[src/rtl/xbar_port_arbiter_pkg.sv]
`default_nettype none
// ============================================================================
// Module   : xbar_port_arbiter_pkg
// Purpose  : Shared state encodings and index helpers for the crossbar
//            per-port arbiter and the crossbar top.
// Revision : 1.0 - initial release
// ============================================================================
package xbar_port_arbiter_pkg;

    localparam logic [0:0] XBAR_ARB_UNLOCKED = 1'b0;
    localparam logic [0:0] XBAR_ARB_LOCKED   = 1'b1;

    typedef enum logic [0:0] {
        ST_UNLOCKED = XBAR_ARB_UNLOCKED,
        ST_LOCKED   = XBAR_ARB_LOCKED
    } xbar_arb_state_t;

    // Wraps at the source count, not at a power of two.
    function automatic logic [31:0] xbar_wrap_inc(input logic [31:0] idx,
                                                  input logic [31:0] count);
        logic [31:0] nxt;
        nxt = idx + 32'd1;
        return (nxt >= count) ? 32'd0 : nxt;
    endfunction

endpackage
`default_nettype wire

[src/rtl/xbar_rr_pick.sv]
`default_nettype none
// ============================================================================
// Module   : xbar_rr_pick
// Purpose  : Combinational rotating-priority encoder; first set request at or
//            after ptr, wrapping modulo S_DATA_COUNT.
// Revision : 1.0 - initial release
// ============================================================================
module xbar_rr_pick
    import xbar_port_arbiter_pkg::*;
#(
    parameter int S_DATA_COUNT = 5,
    parameter int T_ID___WIDTH = $clog2(S_DATA_COUNT)
) (
    input  logic [S_DATA_COUNT-1:0] req,
    input  logic [T_ID___WIDTH-1:0] ptr,
    output logic                    valid,
    output logic [S_DATA_COUNT-1:0] onehot,
    output logic [T_ID___WIDTH-1:0] idx
);

    logic                    w_valid;
    logic [S_DATA_COUNT-1:0] w_onehot;
    logic [T_ID___WIDTH-1:0] w_idx;
    logic [31:0]             w_cand;

    always_comb begin
        w_valid  = 1'b0;
        w_onehot = '0;
        w_idx    = '0;
        w_cand   = 32'(ptr);
        for (int i = 0; i < S_DATA_COUNT; i++) begin
            if (!w_valid && req[w_cand]) begin
                w_valid = 1'b1;
                w_idx   = T_ID___WIDTH'(w_cand);
            end
            w_cand = xbar_wrap_inc(w_cand, 32'(S_DATA_COUNT));
        end
        if (w_valid) begin
            w_onehot[w_idx] = 1'b1;
        end
    end

    assign valid  = w_valid;
    assign onehot = w_onehot;
    assign idx    = w_idx;

endmodule
`default_nettype wire

[src/rtl/xbar_port_arbiter.sv]
`default_nettype none
// ============================================================================
// Module   : xbar_port_arbiter
// Purpose  : Per-output-port packet arbiter: round-robin pick, grant held
//            from first beat through the last beat, zero-latency grant.
// Revision : 1.0 - initial release
// ============================================================================
module xbar_port_arbiter
    import xbar_port_arbiter_pkg::*;
#(
    parameter int S_DATA_COUNT = 5,
    parameter int T_ID___WIDTH = $clog2(S_DATA_COUNT)
) (
    input  logic                    clk,
    input  logic                    rst_n,
    input  logic [S_DATA_COUNT-1:0] req_i,
    input  logic [S_DATA_COUNT-1:0] last_i,
    input  logic                    ready_i,
    output logic [S_DATA_COUNT-1:0] grant_o,
    output logic [T_ID___WIDTH-1:0] grant_id_o,
    output logic                    grant_valid_o,
    output logic                    grant_last_o,
    output logic [S_DATA_COUNT-1:0] ready_o,
    output logic                    busy_o
);

    xbar_arb_state_t         r_state;
    xbar_arb_state_t         w_state_nxt;
    logic [T_ID___WIDTH-1:0] r_owner;
    logic [T_ID___WIDTH-1:0] w_owner_nxt;
    logic [T_ID___WIDTH-1:0] r_ptr;
    logic [T_ID___WIDTH-1:0] w_ptr_nxt;

    logic                    w_pick_valid;
    logic [S_DATA_COUNT-1:0] w_pick_onehot;
    logic [T_ID___WIDTH-1:0] w_pick_idx;

    logic [S_DATA_COUNT-1:0] w_grant;
    logic [T_ID___WIDTH-1:0] w_grant_id;
    logic                    w_grant_valid;
    logic                    w_grant_last;
    logic                    w_xfer;

    xbar_rr_pick #(
        .S_DATA_COUNT (S_DATA_COUNT),
        .T_ID___WIDTH (T_ID___WIDTH)
    ) u_rr_pick (
        .req    (req_i),
        .ptr    (r_ptr),
        .valid  (w_pick_valid),
        .onehot (w_pick_onehot),
        .idx    (w_pick_idx)
    );

    always_ff @(posedge clk) begin
        if (rst_n) begin
            r_state <= ST_UNLOCKED;
            r_owner <= '0;
            r_ptr   <= '0;
        end else begin
            r_state <= w_state_nxt;
            r_owner <= w_owner_nxt;
            r_ptr   <= w_ptr_nxt;
        end
    end

    always_comb begin
        w_grant       = '0;
        w_grant_id    = '0;
        w_grant_valid = 1'b0;
        w_state_nxt   = r_state;
        w_owner_nxt   = r_owner;
        w_ptr_nxt     = r_ptr;

        // While locked the owner keeps the mux even if it stops requesting.
        if (r_state == ST_LOCKED) begin
            w_grant[r_owner] = 1'b1;
            w_grant_id       = r_owner;
            w_grant_valid    = req_i[r_owner];
        end else begin
            w_grant       = w_pick_onehot;
            w_grant_id    = w_pick_idx;
            w_grant_valid = w_pick_valid;
        end

        w_grant_last = last_i[w_grant_id] & w_grant_valid;
        w_xfer       = w_grant_valid & ready_i;

        if (w_xfer) begin
            if (w_grant_last) begin
                w_state_nxt = ST_UNLOCKED;
                w_ptr_nxt   = T_ID___WIDTH'(xbar_wrap_inc(32'(w_grant_id), 32'(S_DATA_COUNT)));
            end else begin
                w_state_nxt = ST_LOCKED;
                w_owner_nxt = w_grant_id;
            end
        end
    end

    assign grant_o       = w_grant;
    assign grant_id_o    = w_grant_id;
    assign grant_valid_o = w_grant_valid;
    assign grant_last_o  = w_grant_last;
    assign ready_o       = w_grant & {S_DATA_COUNT{ready_i}};
    assign busy_o        = (r_state == ST_LOCKED);

endmodule
`default_nettype wire

[config.mk]
export PLATFORM = sky130hd
export DESIGN_NAME = xbar_port_arbiter
export DESIGN_NICKNAME = d
export VERILOG_FILES = /design/src/rtl/xbar_port_arbiter_pkg.sv /design/src/rtl/xbar_rr_pick.sv /design/src/rtl/xbar_port_arbiter.sv
export SDC_FILE = /design/constraint.sdc
export NUM_CORES = 1
export LEC_CHECK = 0
export CORE_MARGIN = 1
export CORE_UTILIZATION = 49
export DETAILED_ROUTE_END_ITERATION = 8
export PLACE_DENSITY = 0.77
export SLEW_MARGIN = 15
export SYNTH_ARGS = -nofsm -noshare
export SYNTH_HDL_FRONTEND = slang
export SYNTH_SLANG_ARGS = --single-unit
[constraint.sdc]
create_clock -name clk -period 6.7 [get_ports clk]
set_clock_uncertainty 0.1 [all_clocks]
set_input_delay 1.34 -clock clk [delete_from_list [all_inputs] [get_ports clk]]
set_output_delay 1.34 -clock clk [all_outputs]
set_load 0.02 [all_outputs]
# Word level (Yosys, flattened, before mapping)
# Index checks and enable logic that the tools add are counted.
word_totals:
  reg_bits: 7
  in_bits: 13
  output_inout_bits: 16
  word_cells: 77
classes:
  n_addsub: 5
  n_lt_le_gt_ge: 15
  muxes: 38
  bitwise_logic: 4
  n_reduce_logical: 12
ops:
  columns: ["operator", "n"]
  rows:
  - ["32-bit by 3-bit >= comparator with 1-bit output (second input constant)", 4]
  - ["32-bit by 4-bit less-than comparator with 1-bit output (second input constant)", 4]
  - ["32-bit two-way mux", 4]
  - ["32-bit by 1-bit adder with 32-bit output (second input constant)", 3]
  - ["1-bit binary-select mux with 3-bit select", 7]
  - ["3-bit two-way mux", 7]
  - ["3-bit by 4-bit less-than comparator with 1-bit output (second input constant)", 4]
  - ["1-bit two-way mux", 16]
  - ["5-bit two-way mux", 2]
  - ["3-bit by 1-bit adder with 4-bit output (second input constant)", 2]
  - ["1-bit demux with 3-bit select", 2]
  - ["3-bit by 1-bit >= comparator with 1-bit output (second input constant)", 2]
  - ["1-bit logical AND", 6]
  - ["5-bit bitwise AND", 1]
  - ["4-bit by 3-bit >= comparator with 1-bit output (second input constant)", 1]
  - ["1-bit zero test", 4]
  - ["2-bit AND reduction", 2]
  - ["1-bit bitwise AND", 2]
  - ["1-bit NOT", 1]

# Depth between registers and ports, before layout
# Gate-level depths: netlist of run 1.
depth:
  ltp_word: 23
  ltp_mapped: 28
  depth_no_buf: 27

# Cells and area by module
# From an unflattened synthesis of run 1, not the netlist that was laid out.
hier_totals:
  cells_unflattened: 231
  area_unflattened_um2: 1769.2
modules_own_cells:
  columns: ["mod", "n_inst", "cells_each", "area_each_um2", "seq_area_each_um2"]
  rows:
  - ["xbar_rr_pick", 1, 155, 1151.1, 0.0]
  - ["xbar_port_arbiter", 1, 76, 618.1, 140.1]

# Worst setup path before layout of run 1
# Ideal clock, no wire load.
synth_path:
  kind: "register -> output"
  start: "register r_ptr[1]"
  end: "output port grant_last_o"
  arrival_ns: 5.373
  required_ns: 5.260
  setup_slack_ns: -0.113
  path_stages_with_launch: 27
  n_path_buf: 1
  path_cell_list: "dfxtp_1 -> inv_1 -> ha_1 -> nand3b_1 -> o211a_1 -> inv_1 -> ha_1 -> a311o_1 -> buf_6 -> clkinv_2 -> ha_1 -> inv_1 -> o211ai_1 -> and3_1 -> ha_1 -> nand3b_1 -> o2bb2ai_1 -> o21ai_0 -> o21a_1 -> o221a_1 -> nor4b_4 -> a21oi_1 -> inv_1 -> nand2_1 -> nor2_1 -> a21oi_1 -> nor2_1"
synth_via:
  elab_chain_cells: 20
  elab_cells_between_ends: 45
  classes_between: "add/sub: 4; order compare: 4; mux: 28; bitwise: 1; reduce/logical: 8"
synth_lines:
  columns: ["element", "line", "source"]
  rows:
  - ["start: declaration", "xbar_port_arbiter.sv:31", "logic [T_ID___WIDTH-1:0] r_ptr;"]
  - ["start signal: assignment", "xbar_port_arbiter.sv:63", "r_ptr <= w_ptr_nxt;"]
  - ["3-bit by 1-bit adder with 4-bit output", "xbar_port_arbiter_pkg.sv:22", "nxt = idx + 32'd1;"]
  - ["32-bit by 3-bit >= comparator with 1-bit output", "xbar_port_arbiter_pkg.sv:23", "return (nxt >= count) ? 32'd0 : nxt;"]
  - ["32-bit two-way mux", "xbar_port_arbiter_pkg.sv:23", null]
  - ["32-bit by 1-bit adder with 32-bit output / 1-bit binary-select mux with 3-bit select (equally long branches)", "xbar_port_arbiter_pkg.sv:22, xbar_rr_pick.sv:32", null]
  - ["32-bit by 3-bit >= comparator with 1-bit output / 1-bit two-way mux (equally long branches)", "xbar_port_arbiter_pkg.sv:23, xbar_rr_pick.sv:32", null]
  - ["32-bit two-way mux / 1-bit logical AND (equally long branches)", "xbar_port_arbiter_pkg.sv:23, xbar_rr_pick.sv:32", null]
  - ["32-bit by 1-bit adder with 32-bit output, or another cell as far along", "xbar_port_arbiter_pkg.sv:22", null]
  - ["32-bit by 3-bit >= comparator with 1-bit output, or another cell as far along", "xbar_port_arbiter_pkg.sv:23", null]
  - ["[... 5 more ...]", null, null]
  - ["1-bit two-way mux (not written as such) / 1-bit zero test (equally long branches)", "xbar_rr_pick.sv:32", "if (!w_valid && req[w_cand]) begin"]
  - ["1-bit logical AND", "xbar_rr_pick.sv:32", null]
  - ["3-bit two-way mux *", "xbar_rr_pick.sv:32", null]
  - ["3-bit two-way mux *", "xbar_port_arbiter.sv:76", "if (r_state == ST_LOCKED) begin"]
  - ["via grant_id_o[2]", "xbar_port_arbiter.sv:20", "output logic [T_ID___WIDTH-1:0] grant_id_o,"]
  - ["1-bit binary-select mux with 3-bit select *", "xbar_port_arbiter.sv:86", "w_grant_last = last_i[w_grant_id] & w_grant_valid;"]
  - ["1-bit two-way mux (not written as such) *", "xbar_port_arbiter.sv:86", null]
  - ["1-bit bitwise AND *", "xbar_port_arbiter.sv:86", null]
  - ["end: declaration", "xbar_port_arbiter.sv:22", "output logic grant_last_o,"]
# The timed path passes the listed nets; every way through them passes the cells marked *. The select of a mux whose other input is x is not followed.

# Worst setup path in the final report of run 1
layout_path:
  start: "register r_ptr[1]"
  end: "output port grant_last_o"
layout_via:
  elab_chain_cells: 20
  elab_cells_between_ends: 45
  classes_between: "add/sub: 4; order compare: 4; mux: 28; bitwise: 1; reduce/logical: 8"
layout_lines:
  columns: ["element", "line"]
  rows:
  - ["3-bit by 1-bit adder with 4-bit output", "xbar_port_arbiter_pkg.sv:22"]
  - ["32-bit by 3-bit >= comparator with 1-bit output", "xbar_port_arbiter_pkg.sv:23"]
  - ["32-bit two-way mux", "xbar_port_arbiter_pkg.sv:23"]
  - ["32-bit by 1-bit adder with 32-bit output / 1-bit binary-select mux with 3-bit select (equally long branches)", "xbar_port_arbiter_pkg.sv:22, xbar_rr_pick.sv:32"]
  - ["32-bit by 3-bit >= comparator with 1-bit output / 1-bit two-way mux (equally long branches)", "xbar_port_arbiter_pkg.sv:23, xbar_rr_pick.sv:32"]
  - ["32-bit two-way mux / 1-bit logical AND (equally long branches)", "xbar_port_arbiter_pkg.sv:23, xbar_rr_pick.sv:32"]
  - ["32-bit by 1-bit adder with 32-bit output, or another cell as far along", "xbar_port_arbiter_pkg.sv:22"]
  - ["32-bit by 3-bit >= comparator with 1-bit output, or another cell as far along", "xbar_port_arbiter_pkg.sv:23"]
  - ["[... 4 more ...]", null]
  - ["1-bit binary-select mux with 3-bit select / 1-bit two-way mux (equally long branches)", "xbar_rr_pick.sv:32"]
  - ["1-bit two-way mux (not written as such) / 1-bit zero test (equally long branches)", "xbar_rr_pick.sv:32"]
  - ["1-bit logical AND", "xbar_rr_pick.sv:32"]
  - ["3-bit two-way mux", "xbar_rr_pick.sv:32"]
  - ["3-bit two-way mux", "xbar_port_arbiter.sv:76"]
  - ["1-bit binary-select mux with 3-bit select", "xbar_port_arbiter.sv:86"]
  - ["1-bit two-way mux (not written as such)", "xbar_port_arbiter.sv:86"]
  - ["1-bit bitwise AND *", "xbar_port_arbiter.sv:86"]
# Every way passes the cells marked *; elsewhere a longest branch is shown, timed or not. The select of a mux whose other input is x is not followed.

==> results of run 1 <==
-- metrics by stage --
step                hold slack [ps]  util (%)  instances
global route                    513      72.6        352
detailed placement              461      69.3        344
finish                          476      72.6        352
floorplan                       410         -        240
CTS                             474      71.2        350
global placement                454      69.3        344
-- worst max-delay path, cell delays in order, from the launching register on --
cell and delay [ps]:
dfxtp_2 360, inv_1 70, ha_1 300, o211a_1 190
inv_1 70, ha_1 220, a311o_1 370, buf_4 160
ha_1 190, nand2_1 80, a21o_1 170, and3_1 210
buf_4 140, inv_1 60, ha_4 140, nand2b_1 190
nor3_2 130, o21a_1 170, nand2_1 60, o221a_1 160
nor4b_4 380, a21oi_1 150, a21o_1 260, a211oi_2 230
a21oi_1 90, nor2_1 90, buf_2 170
-- registers in the layout (all words and copies together) (netlist names) --
signal / count
r_owner: 3
r_ptr: 3
busy_o: 1
-- cell usage after synthesis (2+ instances only) --
master / n / share of area (%)
a211o_1: 3 / 1.5
nand3_1: 3 / 0.87
o32ai_1: 3 / 1.5
nor4_1: 2 / 0.73
a21oi_1: 16 / 4.7
a311o_1: 2 / 1.2
buf_1: 2 / 0.44
a21o_1: 3 / 1.3
or4_1: 2 / 0.87
o41ai_1: 2 / 1.0
a32oi_1: 2 / 1.0
mux2i_1: 8 / 4.7
a22oi_1: 2 / 0.87
a31oi_1: 2 / 0.73
inv_2: 3 / 0.65
mux2_2: 2 / 1.3
a211oi_2: 3 / 2.2
inv_1: 21 / 4.6
nand2b_1: 2 / 0.73
clkbuf_1: 7 / 1.5
a2111oi_0: 2 / 1.0
ha_1: 11 / 8.0
o21a_1: 6 / 2.6
mux2_4: 2 / 1.7
nor3_1: 9 / 2.6
and2_1: 9 / 3.3
o22ai_1: 4 / 1.5
nand2_1: 27 / 5.9
nand3b_1: 2 / 0.87
nor3b_1: 2 / 0.87
dfxtp_1: 7 / 8.2
o211ai_1: 3 / 1.3
buf_6: 2 / 1.3
o2bb2ai_1: 3 / 1.5
nor2_1: 15 / 3.3
o31ai_1: 2 / 0.87
o211a_1: 3 / 1.7
o21ai_0: 5 / 1.5
o2111ai_1: 3 / 1.5
-- cells by family (layout without fill, tap and decap cells) --
kind of cell	after synthesis	in the layout
flops	7	7
compound gates	85	85
fa+ha+maj	11	11
mux	12	12
simple gates	88	88
buf+inv	37	103
-- area by class of cell --
type                       count  area [um2]
inverter                      25        95.1
fill                         275         913
timing repair buffer          74         583
sequential                     7         143
clock buffer                   4        26.3
tap                           46        57.6
multi-input combinational    196        1520
-- worst paths after layout --
kind                  end  slack [ps]  cells after the start
min            r_owner[2]         480                      2
max          grant_last_o         190                     26
min reg2reg    r_owner[2]         480                      2
max reg2reg      r_ptr[0]        1270                     26
-- layer usage --
metal | up-vias | GRT usage [%] | routed length (um)
met4 | 0 | 4.87 | 68
met3 | 6 | 4.20 | 234
met1 | 990 | 36.6 | 2310
met2 | 74 | 52.8 | 2560
met5 | - | 0 | 0
li1 | 1042 | - | -
-- timing repair --
action | 4_1_cts | 5_1_grt
pin swaps | 3 | 6
buffers inserted | 2 | 2
setup endpoints to repair | 13 | 15
resized for setup | 25 | 34
endpoints found under the hold margin | 0 | 0
cloned | 0 | 0
==> impl_metrics.env, run 1 <==
export IMPL_grt_pass1_wl_mm=8.22
export IMPL_ctsHoldBuffers=0
export IMPL_r2r_start="r_ptr[1]"
export IMPL_crit_start="r_ptr[1]"
export IMPL_clock_tree_root_cell="clkbuf_4"
export IMPL_numCtsBuffers=3
export IMPL_ys_async_sr_fraction_pct=0
export IMPL_cts_sinks=7
export IMPL_crit_required_ps=5260
export IMPL_path_clk_slew_ps=60
export IMPL_synth_edf_count=0
export IMPL_mostFrequentLayoutCell="buf_4"
export IMPL_area_growth_pct=41.0
export IMPL_wire_per_inst_um=14.7
export IMPL_drc=0
export IMPL_pin_count=29
export IMPL_tightest_slew_ps=729
export IMPL_num_rows=21
export IMPL_synthesis_area_mm2=0.00172
export IMPL_chipWidth_um=61.2
export IMPL_arrival_ps=5070
export IMPL_drive_gt1_share_pct=31.4
export IMPL_synth_seq_area_share_pct=8.15
export IMPL_wirelength_mm=5.17
export IMPL_avgViaCountPerCell=6.00
export IMPL_hold_violations=0
export IMPL_cts_tree="yes"
export IMPL_slew_violations=0
export IMPL_place_congestion=0.923
export IMPL_synthMuxAreaShare_pct=7.71
export IMPL_dieArea_mm2=0.00375
export IMPL_drv_cap=0
export IMPL_antenna_found_initial=0
export IMPL_finalSetupTns_ps=0
export IMPL_rsz0062_at_grt="yes"
export IMPL_h_tree_depth=1
export IMPL_stdcell_area_mm2=0.00242
export IMPL_min_period_ps=6510
export IMPL_grtUsageTotal_pct=29.0
export IMPL_avgSynthCellArea_um2=7.16
export IMPL_yosys_most_used_dff="dfxtp_1"
export IMPL_start_util_pct=51.5
export IMPL_drt_first_pass_iters=5
export IMPL_cp_start_kind="register"
export IMPL_clk_latency_ps=270
export IMPL_synthAdderAreaFrac_pct=8.01
export IMPL_status="complete, no violations"
export IMPL_final_cell_mix="buf_4 (46), nand2_1 (26), inv_1 (21), a21oi_1 (16), clkdlybuf4s50_1 (15)"
export IMPL_antenna_cells=0
export IMPL_synth_simple_gate_area_share_pct=28.2
export IMPL_setup_viol=0
export IMPL_yosys_warnings=0
export IMPL_vias=2112
export IMPL_drt_initial_drc_count=114
export IMPL_synth_xor_area_share_pct=0
export IMPL_dp_hpwl_mm=4.03
export IMPL_ant_nets=0
export IMPL_dp_slack_ps=-132
export IMPL_hp_class="register to register"
export IMPL_endpoint_kind="output pin"
export IMPL_synth_compound_area_share_pct=38.9
export IMPL_die_h_um=61.2
export IMPL_portBuffers=28
export IMPL_postSynthCellCount=240
export IMPL_core_mm2=0.00334
export IMPL_worst_path_max_fanout=4
export IMPL_grt_pass1_vias=1917
export IMPL_timing_final_crit_share_pct=97.2
export IMPL_grt_overflow=0
export IMPL_slew_headroom_pct=50.8
export IMPL_synth_seq_cells=7
export IMPL_post_dp_cell_area_mm2=0.00231
export IMPL_post_route_worst_setup_slack_ps=186
export IMPL_final_nets=331
export IMPL_min_from="r_owner[2]"
export IMPL_synth_nets=264
export IMPL_grt_max_degree=19
export IMPL_critPathKind="register to output pin"
export IMPL_clock_fmax_mhz=154
export IMPL_cts_buffer_depth=2
export IMPL_yosysUniqueCellTypes=72
export IMPL_synth_top_family_by_area="compound AO/OA/AOI/OAI gates"
Power of run 1 is not shown: default switching activity piles up to over one toggle a cycle in this logic, so the estimate is an artifact.
==> inputs of run 2 (changes only) <==
- SKIP_LAST_GASP: default -> 1
==> run 2 against run 1 <==
  * Die area stayed put
  * Core utilization is 1.3 points higher
  * Flip-flop and latch count did not move
  * Worst setup slack got worse by 78 ps
  * Register-to-register slack got worse by 50 ps
  * Global-route usage barely moved
  * Sequential share of layout area is 0.10 points lower
  * First-iteration DRC count up 26%
  * Worst hold slack is essentially flat
==> impl_metrics.env, run 2 (synthesis gave the netlist of run 1 again) <==
export IMPL_status="complete, no violations"
export IMPL_place_congestion=0.923
export IMPL_critical_path_max_stage_delay_ps=400
export IMPL_slew_violations=0
export IMPL_final_nets=332
export IMPL_vias=2127
export IMPL_worst_path_max_fanout=4
export IMPL_antenna_cells=0
export IMPL_stdcell_area_mm2=0.00247
export IMPL_crit_required_ps=5260
export IMPL_endpoint_kind="output pin"
export IMPL_critPathKind="register to output pin"
export IMPL_grt_max_degree=19
export IMPL_grt_pass1_vias=1912
export IMPL_cp_common_cell="buf_4"
export IMPL_hp_class="register to register"
export IMPL_min_path_cells=2
export IMPL_drc=0
export IMPL_cts_tree="yes"
export IMPL_min_from="r_owner[2]"
export IMPL_wire_per_inst_um=15.0
export IMPL_cp_start_kind="register"
export IMPL_clock_fmax_mhz=152
export IMPL_portBuffers=28
export IMPL_arrival_ps=5150
export IMPL_post_dp_cell_area_mm2=0.00231
export IMPL_slowest_stage="nor4b_4"
export IMPL_path_clk_slew_ps=60
export IMPL_area_growth_pct=43.5
export IMPL_antenna_found_initial=0
export IMPL_r2r_end="r_ptr[0]"
export IMPL_grtUsageTotal_pct=29.0
export IMPL_core_mm2=0.00334
export IMPL_ant_nets=0
export IMPL_min_period_ps=6590
export IMPL_h_tree_depth=1
export IMPL_tightest_slew_ps=758
export IMPL_grt_pass1_wl_mm=8.20
export IMPL_r2r_slack_ps=1220
export IMPL_fillerInstances=270
export IMPL_dieArea_mm2=0.00375
export IMPL_holdPathEnd="r_owner[2]"
export IMPL_reg2reg_depth=25
export IMPL_slew_headroom_pct=48.8
export IMPL_hold_violations=0
export IMPL_pin_count=29
export IMPL_cts_buffer_depth=2
export IMPL_post_place_cells=344
export IMPL_r2r_start="r_ptr[1]"
export IMPL_chipWidth_um=61.2
export IMPL_clock_tree_root_cell="clkbuf_4"
export IMPL_drt_initial_drc_count=144
export IMPL_grt_overflow=0
export IMPL_mostFrequentLayoutCell="buf_4"
export IMPL_avgViaCountPerCell=6.03
export IMPL_start_util_pct=51.5
export IMPL_die_h_um=61.2
export IMPL_clk_latency_ps=270
export IMPL_cts_sinks=7
export IMPL_final_cell_mix="buf_4 (48), nand2_1 (26), inv_1 (21), a21oi_1 (15), clkdlybuf4s50_1 (15)"
export IMPL_rsz0062_at_grt="yes"
export IMPL_num_rows=21
export IMPL_final_cells=353
export IMPL_dp_hpwl_mm=4.03
export IMPL_ctsHoldBuffers=0
export IMPL_drt_first_pass_iters=4
export IMPL_drv_cap=0
export IMPL_wirelength_mm=5.30
export IMPL_setup_viol=0
export IMPL_timing_final_crit_share_pct=98.4
export IMPL_drive_gt1_share_pct=32.9
export IMPL_numCtsBuffers=3
## run 2: changes by cell type in the layout (fill, tap and decap cells not counted), sizes merged
cell and delta:
dlygate4sd2 +1, clkdlybuf4s15 +1, buf +1, clkbuf -2
## run 2: critical path: cells and delay by family, from the launching register on
family                   cells  cell delay, ps
flip-flops                   1             340
AO/OA/AOI/OAI                9            1600
AND/OR/NAND/NOR              6            1140
adder cells (fa/ha/maj)      4             830
buffers and inverters        7             990
## run 2: worst max path at each step
stage          startpoint      endpoint
2_1_floorplan    r_ptr[1]    ready_o[1]
3_3_place_gp     r_ptr[1]  grant_last_o
3_5_place_dp     r_ptr[1]  grant_last_o
4_1_cts          r_ptr[0]  grant_last_o
5_1_grt          r_ptr[1]    ready_o[1]
6_report         r_ptr[1]    ready_o[1]
## run 2: what timing repair did
| item | 4_1_cts | 5_1_grt |
|---|---|---|
| buffers inserted | 2 | 3 |
| gates resized for setup | 21 | 42 |
| endpoints found under the setup margin | 13 | 15 |
| pin swaps | 3 | 9 |
## run 2: cell type report
cell class | count | area (um2) | share of cell area (%)
well taps | 46 | 57.6 | 2.33
multi-input cells | 196 | 1540 | 62.6
flip-flops and latches | 7 | 143 | 5.78
clock buffers | 4 | 26.3 | 1.07
inverters | 25 | 95.1 | 3.86
repair buffers | 75 | 602 | 24.4
## run 2: metrics by stage
step / TNS, ps / util, % / setup WS, ps / hold WS [ps]
6_report: 0 / 73.9 / 108 / 476
4_1_cts: -76.7 / 70.8 / -76.7 / 474
3_3_place_gp: -35.6 / 69.3 / -28.9 / 454
5_1_grt: -1530 / 73.9 / -205 / 513
3_5_place_dp: -384 / 69.3 / -132 / 461
2_1_floorplan: -20.8 / - / -10.4 / 410
## run 2: layer usage
| metal | vias to the layer above | global-route usage [%] | wire, um |
|---|---|---|---|
| met5 | - | 0 | 0 |
| met4 | 0 | 4.87 | 118 |
| met3 | 13 | 4.20 | 319 |
| met2 | 90 | 53.0 | 2580 |
| met1 | 979 | 36.4 | 2280 |
| li1 | 1045 | - | - |
Power of run 2 is left out for the same reason.
